==> src/rtl/exu_pc_seq.sv <==
`default_nettype none
// ============================================================================
//  Module   : exu_pc_seq
//  Purpose  : Sequential PC unit. Owns the architectural PC, issues fetch
//             requests to the IFU, waits for the EXU to resolve the fetched
//             instruction, then computes the next PC (seq / jal / jalr /
//             branch). An ebreak parks the unit in HALT until reset.
//  Optional : PC_MISALIGN_TRAP_EN - when defined, a next-PC target whose low
//             two bits are non-zero is replaced by TRAP_VEC and the misalign
//             pulse fires. When undefined the target is loaded as-is and
//             misalign is constant 0.
//  Ports    : clk, rst         - clock (rising edge), async active-high reset
//             pc, pc_valid     - fetch request towards the IFU
//             pc_ready         - IFU accepts the fetch request
//             ex_ready         - unit is waiting for the EXU resolution
//             ex_valid         - EXU result valid
//             ex_kind          - 0=seq 1=jal 2=jalr 3=branch
//             ex_taken         - branch condition (used when ex_kind=3)
//             ex_imm, ex_src1  - sign-extended immediate, rs1 (jalr base)
//             ex_halt          - resolved instruction is ebreak
//             retire           - one-cycle pulse, instruction retired
//             halted           - unit is in HALT
//             misalign         - one-cycle pulse, misaligned target trapped
//  Revision : 1.0 - initial release
// ============================================================================
module exu_pc_seq #(
    parameter int              XLEN      = 32,
    parameter logic [XLEN-1:0] RESET_VEC = 32'h8000_0000,
    parameter logic [XLEN-1:0] TRAP_VEC  = 32'h8000_0100
) (
    input  logic            clk,
    input  logic            rst,
    output logic [XLEN-1:0] pc,
    output logic            pc_valid,
    input  logic            pc_ready,
    output logic            ex_ready,
    input  logic            ex_valid,
    input  logic [1:0]      ex_kind,
    input  logic            ex_taken,
    input  logic [XLEN-1:0] ex_imm,
    input  logic [XLEN-1:0] ex_src1,
    input  logic            ex_halt,
    output logic            retire,
    output logic            halted,
    output logic            misalign
);

    typedef enum logic [1:0] {
        IDLE  = 2'd0,
        FETCH = 2'd1,
        EXEC  = 2'd2,
        HALT  = 2'd3
    } state_t;

    localparam logic [1:0] KIND_SEQ    = 2'd0;
    localparam logic [1:0] KIND_JAL    = 2'd1;
    localparam logic [1:0] KIND_JALR   = 2'd2;
    localparam logic [1:0] KIND_BRANCH = 2'd3;

    state_t          state;
    logic [XLEN-1:0] pc_plus4;
    logic [XLEN-1:0] pc_plus_imm;
    logic [XLEN-1:0] jalr_sum;
    logic [XLEN-1:0] target;
    logic [XLEN-1:0] next_pc;
    logic            trap_hit;

    // All adders are XLEN wide; the carry out is simply dropped so every
    // target wraps modulo 2^XLEN.
    assign pc_plus4    = pc + XLEN'(4);
    assign pc_plus_imm = pc + ex_imm;
    assign jalr_sum    = ex_src1 + ex_imm;

    always_comb begin
        target = pc_plus4;
        case (ex_kind)
            KIND_SEQ:    target = pc_plus4;
            KIND_JAL:    target = pc_plus_imm;
            KIND_JALR:   target = {jalr_sum[XLEN-1:1], 1'b0};
            KIND_BRANCH: target = ex_taken ? pc_plus_imm : pc_plus4;
            default:     target = pc_plus4;
        endcase
    end

`ifdef PC_MISALIGN_TRAP_EN
    // Checked after the jalr bit-0 clear, so only bit 1 can trip it for jalr.
    assign trap_hit = (target[1:0] != 2'b00);
`else
    assign trap_hit = 1'b0;
`endif

    assign next_pc = trap_hit ? TRAP_VEC : target;

    // Single state machine; every output is a flop updated alongside the
    // state so nothing combinational reaches the ports.
    always_ff @(posedge clk or posedge rst) begin
        if (rst) begin
            state    <= IDLE;
            pc       <= RESET_VEC;
            pc_valid <= 1'b0;
            ex_ready <= 1'b0;
            retire   <= 1'b0;
            halted   <= 1'b0;
            misalign <= 1'b0;
        end else begin
            // Pulse outputs default low and are raised only for one cycle.
            retire   <= 1'b0;
            misalign <= 1'b0;
            case (state)
                IDLE: begin
                    state    <= FETCH;
                    pc_valid <= 1'b1;
                end
                FETCH: begin
                    if (pc_ready) begin
                        state    <= EXEC;
                        pc_valid <= 1'b0;
                        ex_ready <= 1'b1;
                    end
                end
                EXEC: begin
                    if (ex_valid) begin
                        ex_ready <= 1'b0;
                        retire   <= 1'b1;
                        if (ex_halt) begin
                            // ebreak retires but leaves the PC where it is.
                            state  <= HALT;
                            halted <= 1'b1;
                        end else begin
                            state    <= FETCH;
                            pc       <= next_pc;
                            pc_valid <= 1'b1;
                            misalign <= trap_hit;
                        end
                    end
                end
                HALT: begin
                    state <= HALT;
                end
                default: begin
                    state <= IDLE;
                end
            endcase
        end
    end

endmodule
`default_nettype wire

==> config.mk <==
export PLATFORM = sky130hd
export DESIGN_NAME = exu_pc_seq
export DESIGN_NICKNAME = d
export VERILOG_FILES = /design/src/rtl/exu_pc_seq.sv
export SDC_FILE = /design/constraint.sdc
export NUM_CORES = 1
export LEC_CHECK = 0
export ABC_AREA = 1
export CORE_ASPECT_RATIO = 1.75
export CORE_MARGIN = 2
export CORE_UTILIZATION = 40
export CTS_CLUSTER_DIAMETER = 80
export CTS_CLUSTER_SIZE = 28
export DETAILED_ROUTE_END_ITERATION = 6
export DONT_BUFFER_PORTS = 1
export PLACE_DENSITY_LB_ADDON = 0.3
export SLEW_MARGIN = 5
export SYNTH_ARGS = -nofsm -noshare
export SYNTH_HDL_FRONTEND = slang
export SYNTH_SLANG_ARGS = --single-unit
==> constraint.sdc <==
create_clock -name clk -period 2.8 [get_ports clk]
set_input_delay 0.28 -clock clk [delete_from_list [all_inputs] [get_ports clk]]
set_output_delay 0.28 -clock clk [all_outputs]
set_load 0.05 [all_outputs]
==> results of run 1 <==
## routing by layer
layer  up-vias  routed length (µm)  part of all wire, %  GRT usage [%]
met3        93                1780                  5.9           5.07
met1      3916               10700                   35           31.0
li1       4376                   -                    -              -
met4         0                2610                  8.6           22.3
met2       366               15300                   50           56.2
met5         -                   0                    0              0
## area by class of cell
type                            instances  area, µm²  area share, %
Multi-Input combinational cell       1059       5360           66.4
Sequential cell                        38        952           11.8
Inverter                              244        916           11.3
Timing Repair Buffer                   47        355           4.40
Tap cell                              234        293           3.63
Clock buffer                            6        139           1.72
Clock inverter                          2       60.1          0.744
## sequential cells by signal (all words and copies together), names as in the netlist
name and cells:
state 2, ex_ready 1, pc_valid 1, pc 32, retire 1, halted 1
## placed cells by master, fill, tap and decap left out, types with 11 or more instances in the layout
master and instances:
ha_1 66, nand3_1 95, a21oi_1 99, nor2_1 139
o21bai_1 11, nor3_1 24, nand2_1 466, xor2_1 13
dfrtp_1 37, or2_2 11, inv_1 243, buf_4 46
o21ai_0 48, nand4_1 17
## final timing paths
kind,cells after the start,from,slack (ns),endpoint
hold / removal,2,ex_valid,0.14,retire
hold reg to reg,2,state[1],0.54,state[1]
setup / recovery,12,pc[0],0.18,pc[12]
max in group asynchronous,3,rst,1.56,pc[28]
setup reg to reg,12,pc[0],0.18,pc[12]
min in group asynchronous,2,rst,0.48,pc[15]
## metrics by stage
step | cells | total power, W | cell area (µm²) | hold slack (ns)
final | 1630 | 0.00768 | 8070 | 0.135
after floorplan | 1358 | 0.00508 | 7300 | 0.415
after detailed placement | 1621 | 0.00681 | 7870 | 0.250
after CTS | 1630 | 0.00762 | 8070 | 0.136
after global placement | 1621 | 0.00677 | 7870 | 0.249
after global routing | 1630 | 0.00827 | 8070 | 0.160
## cell families after synthesis
family,share of synthesized area [%]
AND/OR/NAND/NOR,44.7
adder cells (fa/ha/maj),11.9
AO/OA/AOI/OAI,14.2
flip-flops,13.0
buffers and inverters,13.6
XOR/XNOR,2.52
other,0.0514
## critical path, cell delays in order (launching register included)
cell     delay [ns]
dfrtp_1        0.35
ha_1           0.17
inv_1          0.06
fa_1           0.38
inv_1          0.08
nand2_1        0.07
o21ai_0        0.36
nand2_1        0.11
nand3_1        0.19
xnor2_1        0.15
o22ai_1        0.32
a21oi_1        0.11
a21oi_1        0.17
## report_power, final
part / switching [W] / internal [W]
sequential: 0.000404 / 0.000812
clock: 0.000257 / 0.000536
combinational: 0.00396 / 0.00171
==> reports/metrics.cfg, run 1 <==
[sta]
fmax_mhz=382
layout_setup_ws_ns=0.182
worstMarginPinSlew_ns=0.788
post-route-period-util_pct=93.5
finalSetupViolCount=0
tns_ns=0
hold_violations=0
max_slew_margin_pct=47.1
drv_slew=0
fin_crit_ns=2.62
rsz0062_at_grt=no
finalClockSkew_ns=0.0101

[job]
maxCapViolations=0

[worst_setup_path]
cp-start-kind=flip-flop
endpoint_kind=flip-flop
critPathMaxFanout=3
critPathKind=reg2reg
critical_path_required_ns=3.01
cp.arrival_ns=2.82

[routing]
viasPerCell=5.37
post_drt_wl_per_cell_um=18.6
drc=0
wl_mm=30.4
drtIter0Drc=697
ant_nets=0
vias=8751
first_pass_iters=6

[logic_synthesis]
synth_most_common_cell=nand2_1
synth_top_area_cell=nand2_1
synth_area_um2=7300
synth_ff_type=dfrtp_1
synth_top_area_share_pct=24.0
ys_warn_count=0
synthesis.nets=1498
synth_area_leaders=nand2_1 (24%), dfrtp_1 (13%), inv_1 (13%)
synth_edf_count=0
ys_seq_area_share_pct=13.0
syn_inst=1358
ys_ff_latch=38
synth_common_cells=nand2_1 (466), inv_1 (244), nor2_1 (140)
synthDistinctLibCells=44
synth.avg_cell_area_um2=5.38
async_flop_share_pct=100

[final_layout]
area_growth_pct=10.6
fin_util_pct=44.9
n_antenna_cell=0
fillers=2011
layout-drive-gt1-share_pct=6.16
finalNetCount=1535

[die]
ios=109
coreArea_um2=18000
start_util_pct=40.6
rows=65
chipHeight_um=183
fp.dieArea_um2=19400
die_w_um=106

[clocking]
hold_buffers=1
post_cts.repair.setup_buffers=0
clockBufferDepth=2
insertion_delay_ns=0.29
htreeDepth=2
numCtsBuffers=5
cts_sinks=38
path_clk_slew_ns=0.07
cts_tree=yes
cts-root-buf=clkbuf_16
cts_resized=0

[place]
port-buffer-count=0
dp_slack_ns=0.175
routabilityCongestion=1.03
dp_hpwl_mm=26.1

[global_routing]
grt_usage_pct=30.8
grt_max_degree=42
grt_pass1_vias=8301
grt_pass1_wl_mm=45.4
grt_overflow=0
antenna_found_initial=0

[power_and_ir_drop]
peakVddDrop_mv=0.424
leakagePower_nw=4.67
pwr_density_cell_nw_per_um2=951

[outcome]
run_status=finished clean

[min_path]
hold_path_class=in2reg

(Power assumes the default switching activity.)
==> run 2: changes to the inputs <==
==> constraint.sdc (replaced) <==
create_clock -name clk -period 2.8 [get_ports clk]
set_input_delay 0.56 -clock clk [delete_from_list [all_inputs] [get_ports clk]]
set_output_delay 0.56 -clock clk [all_outputs]
set_load 0.05 [all_outputs]
==> reports/metrics.cfg, run 2 (same netlist as run 1, synthesis figures left out) <==
[outcome]
run_status=finished clean

[worst_setup_path]
critical_path_required_ns=3.01
cp.arrival_ns=2.69
cp-start-kind=input port
critPathKind=in2reg
endpoint_kind=flip-flop
critPathMaxFanout=4

[final_layout]
final_cell_mix=nand2_1 (466), inv_1 (243), nor2_1 (139)
final_common_cell=nand2_1
layout-drive-gt1-share_pct=6.70
largest_reg_flops=32
largest_register=pc
n_antenna_cell=0
area_growth_pct=10.8
finalNetCount=1542
largestRegisters=pc x32, state x2

[place]
port-buffer-count=0
dp_slack_ns=0.0704
routabilityCongestion=1.02
dp_hpwl_mm=26.7

[sta]
post-route-period-util_pct=88.6
worstMarginPinSlew_ns=0.796
hold_violations=0
finalClockSkew_ns=0.00678
fmax_mhz=403
fin_crit_ns=2.48
rsz0062_at_grt=no
tns_ns=0
layout_setup_ws_ns=0.318
max_slew_margin_pct=46.6
finalSetupViolCount=0
drv_slew=0

[min_path]
hold_path_class=in2async

[power_and_ir_drop]
seqPwrFrac_pct=16.3
combPwrFrac_pct=75.1
pwr_density_cell_nw_per_um2=944
p_int_w=0.00297
clkPwrFrac_pct=8.5
swShare_pct=61.1
leakagePower_nw=4.69
power.switching_w=0.00466
peakVddDrop_mv=0.574

[die]
die_w_um=106
rows=65
ios=109
coreArea_um2=18000
start_util_pct=40.6
fp.dieArea_um2=19400
chipHeight_um=183

[clocking]
numCtsBuffers=5
htreeDepth=2
hold_buffers=0
cts_sinks=38
cts-root-buf=clkbuf_16
path_clk_slew_ns=0.06
insertion_delay_ns=0.28
cts_resized=0
clockBufferDepth=2
cts_tree=yes
post_cts.repair.setup_buffers=0

[routing]
viasPerCell=5.36
drc=0
wl_mm=30.9
ant_nets=0
drtIter0Drc=590
first_pass_iters=5
vias=8772
post_drt_wl_per_cell_um=18.9

[job]
maxCapViolations=0

[global_routing]
antenna_found_initial=0
gr-usage-met2_pct=57.2
use_met1_pct=32.0
grt_usage_pct=31.7
grt_pass1_vias=8594
grt_overflow=0
grt_max_degree=42
top_usage_layer=met2
grt_use_met3_pct=3.82
grt_pass1_wl_mm=46.7

-- run 2: cell count changes in the layout (fill, tap and decap cells not counted) --
| cell | before | now |
|---|---|---|
| buf_4 | 46 | 54 |
| clkinv_2 | 0 | 2 |
| dlygate4sd3_1 | 1 | 0 |
| clkbuf_8 | 1 | 0 |
| bufinv_16 | 2 | 1 |
-- run 2: routing by layer --
layer	wire, µm	up-vias	share of wire, %
li1	-	4377	-
met1	10900	3937	35
met2	15400	347	50
met5	0	-	0
met3	1460	111	4.7
met4	3100	0	10
-- run 2: layout make-up --
class,instances,area (µm²)
sequential,38,952
inverter,244,916
timing repair buffer,54,405
tap,234,293
clock inverter,3,40.0
multi-input combinational,1059,5360
fill,2051,9880
clock buffer,5,125
-- run 2: metrics by stage --
stage	std cells	util [%]	cell area, µm²	total power, W	hold WS, ns
6_report	1637	45.0	8090	0.00764	0.212
5_1_grt	1637	45.0	8090	0.00825	0.248
4_1_cts	1637	45.0	8090	0.00759	0.246
3_5_place_dp	1629	44.1	7930	0.00692	0.520
3_3_place_gp	1629	44.1	7930	0.00689	0.519
2_1_floorplan	1358	-	7300	0.00508	0.486
-- run 2: worst paths after layout --
check	endpoint	slack (ns)	startpoint	cells after the start
max	pc[30]	0.32	ex_imm[1]	15
min	pc[13]	0.21	rst	1
max reg2reg	pc[23]	0.38	pc[8]	14
min reg2reg	state[1]	0.53	state[1]	2
max in group asynchronous	pc[22]	1.89	rst	2
min in group clk	retire	0.43	ex_valid	2
-- run 2: power by group through the flow --
stage	Combinational [W]	Sequential (W)	Clock, W
detailed placement	0.00567	0.00125	0
global placement	0.00563	0.00125	0
floorplan	0.00307	0.00202	0
finish	0.00574	0.00125	0.000652
global route	0.00631	0.00125	0.000681
CTS	0.00569	0.00124	0.000656
-- run 2: critical path, cell delays in order --
cell and delay, ns:
inv_1 0.06, fa_1 0.45, inv_1 0.16, nand2_1 0.10, o21ai_1 0.33, nand2_1 0.10
nand2_1 0.15, nand2_1 0.06, nand2_1 0.11, nand2_1 0.12, nand3_1 0.11, nand3_1 0.12
nand2_1 0.10, nand2_1 0.05, a21oi_1 0.11
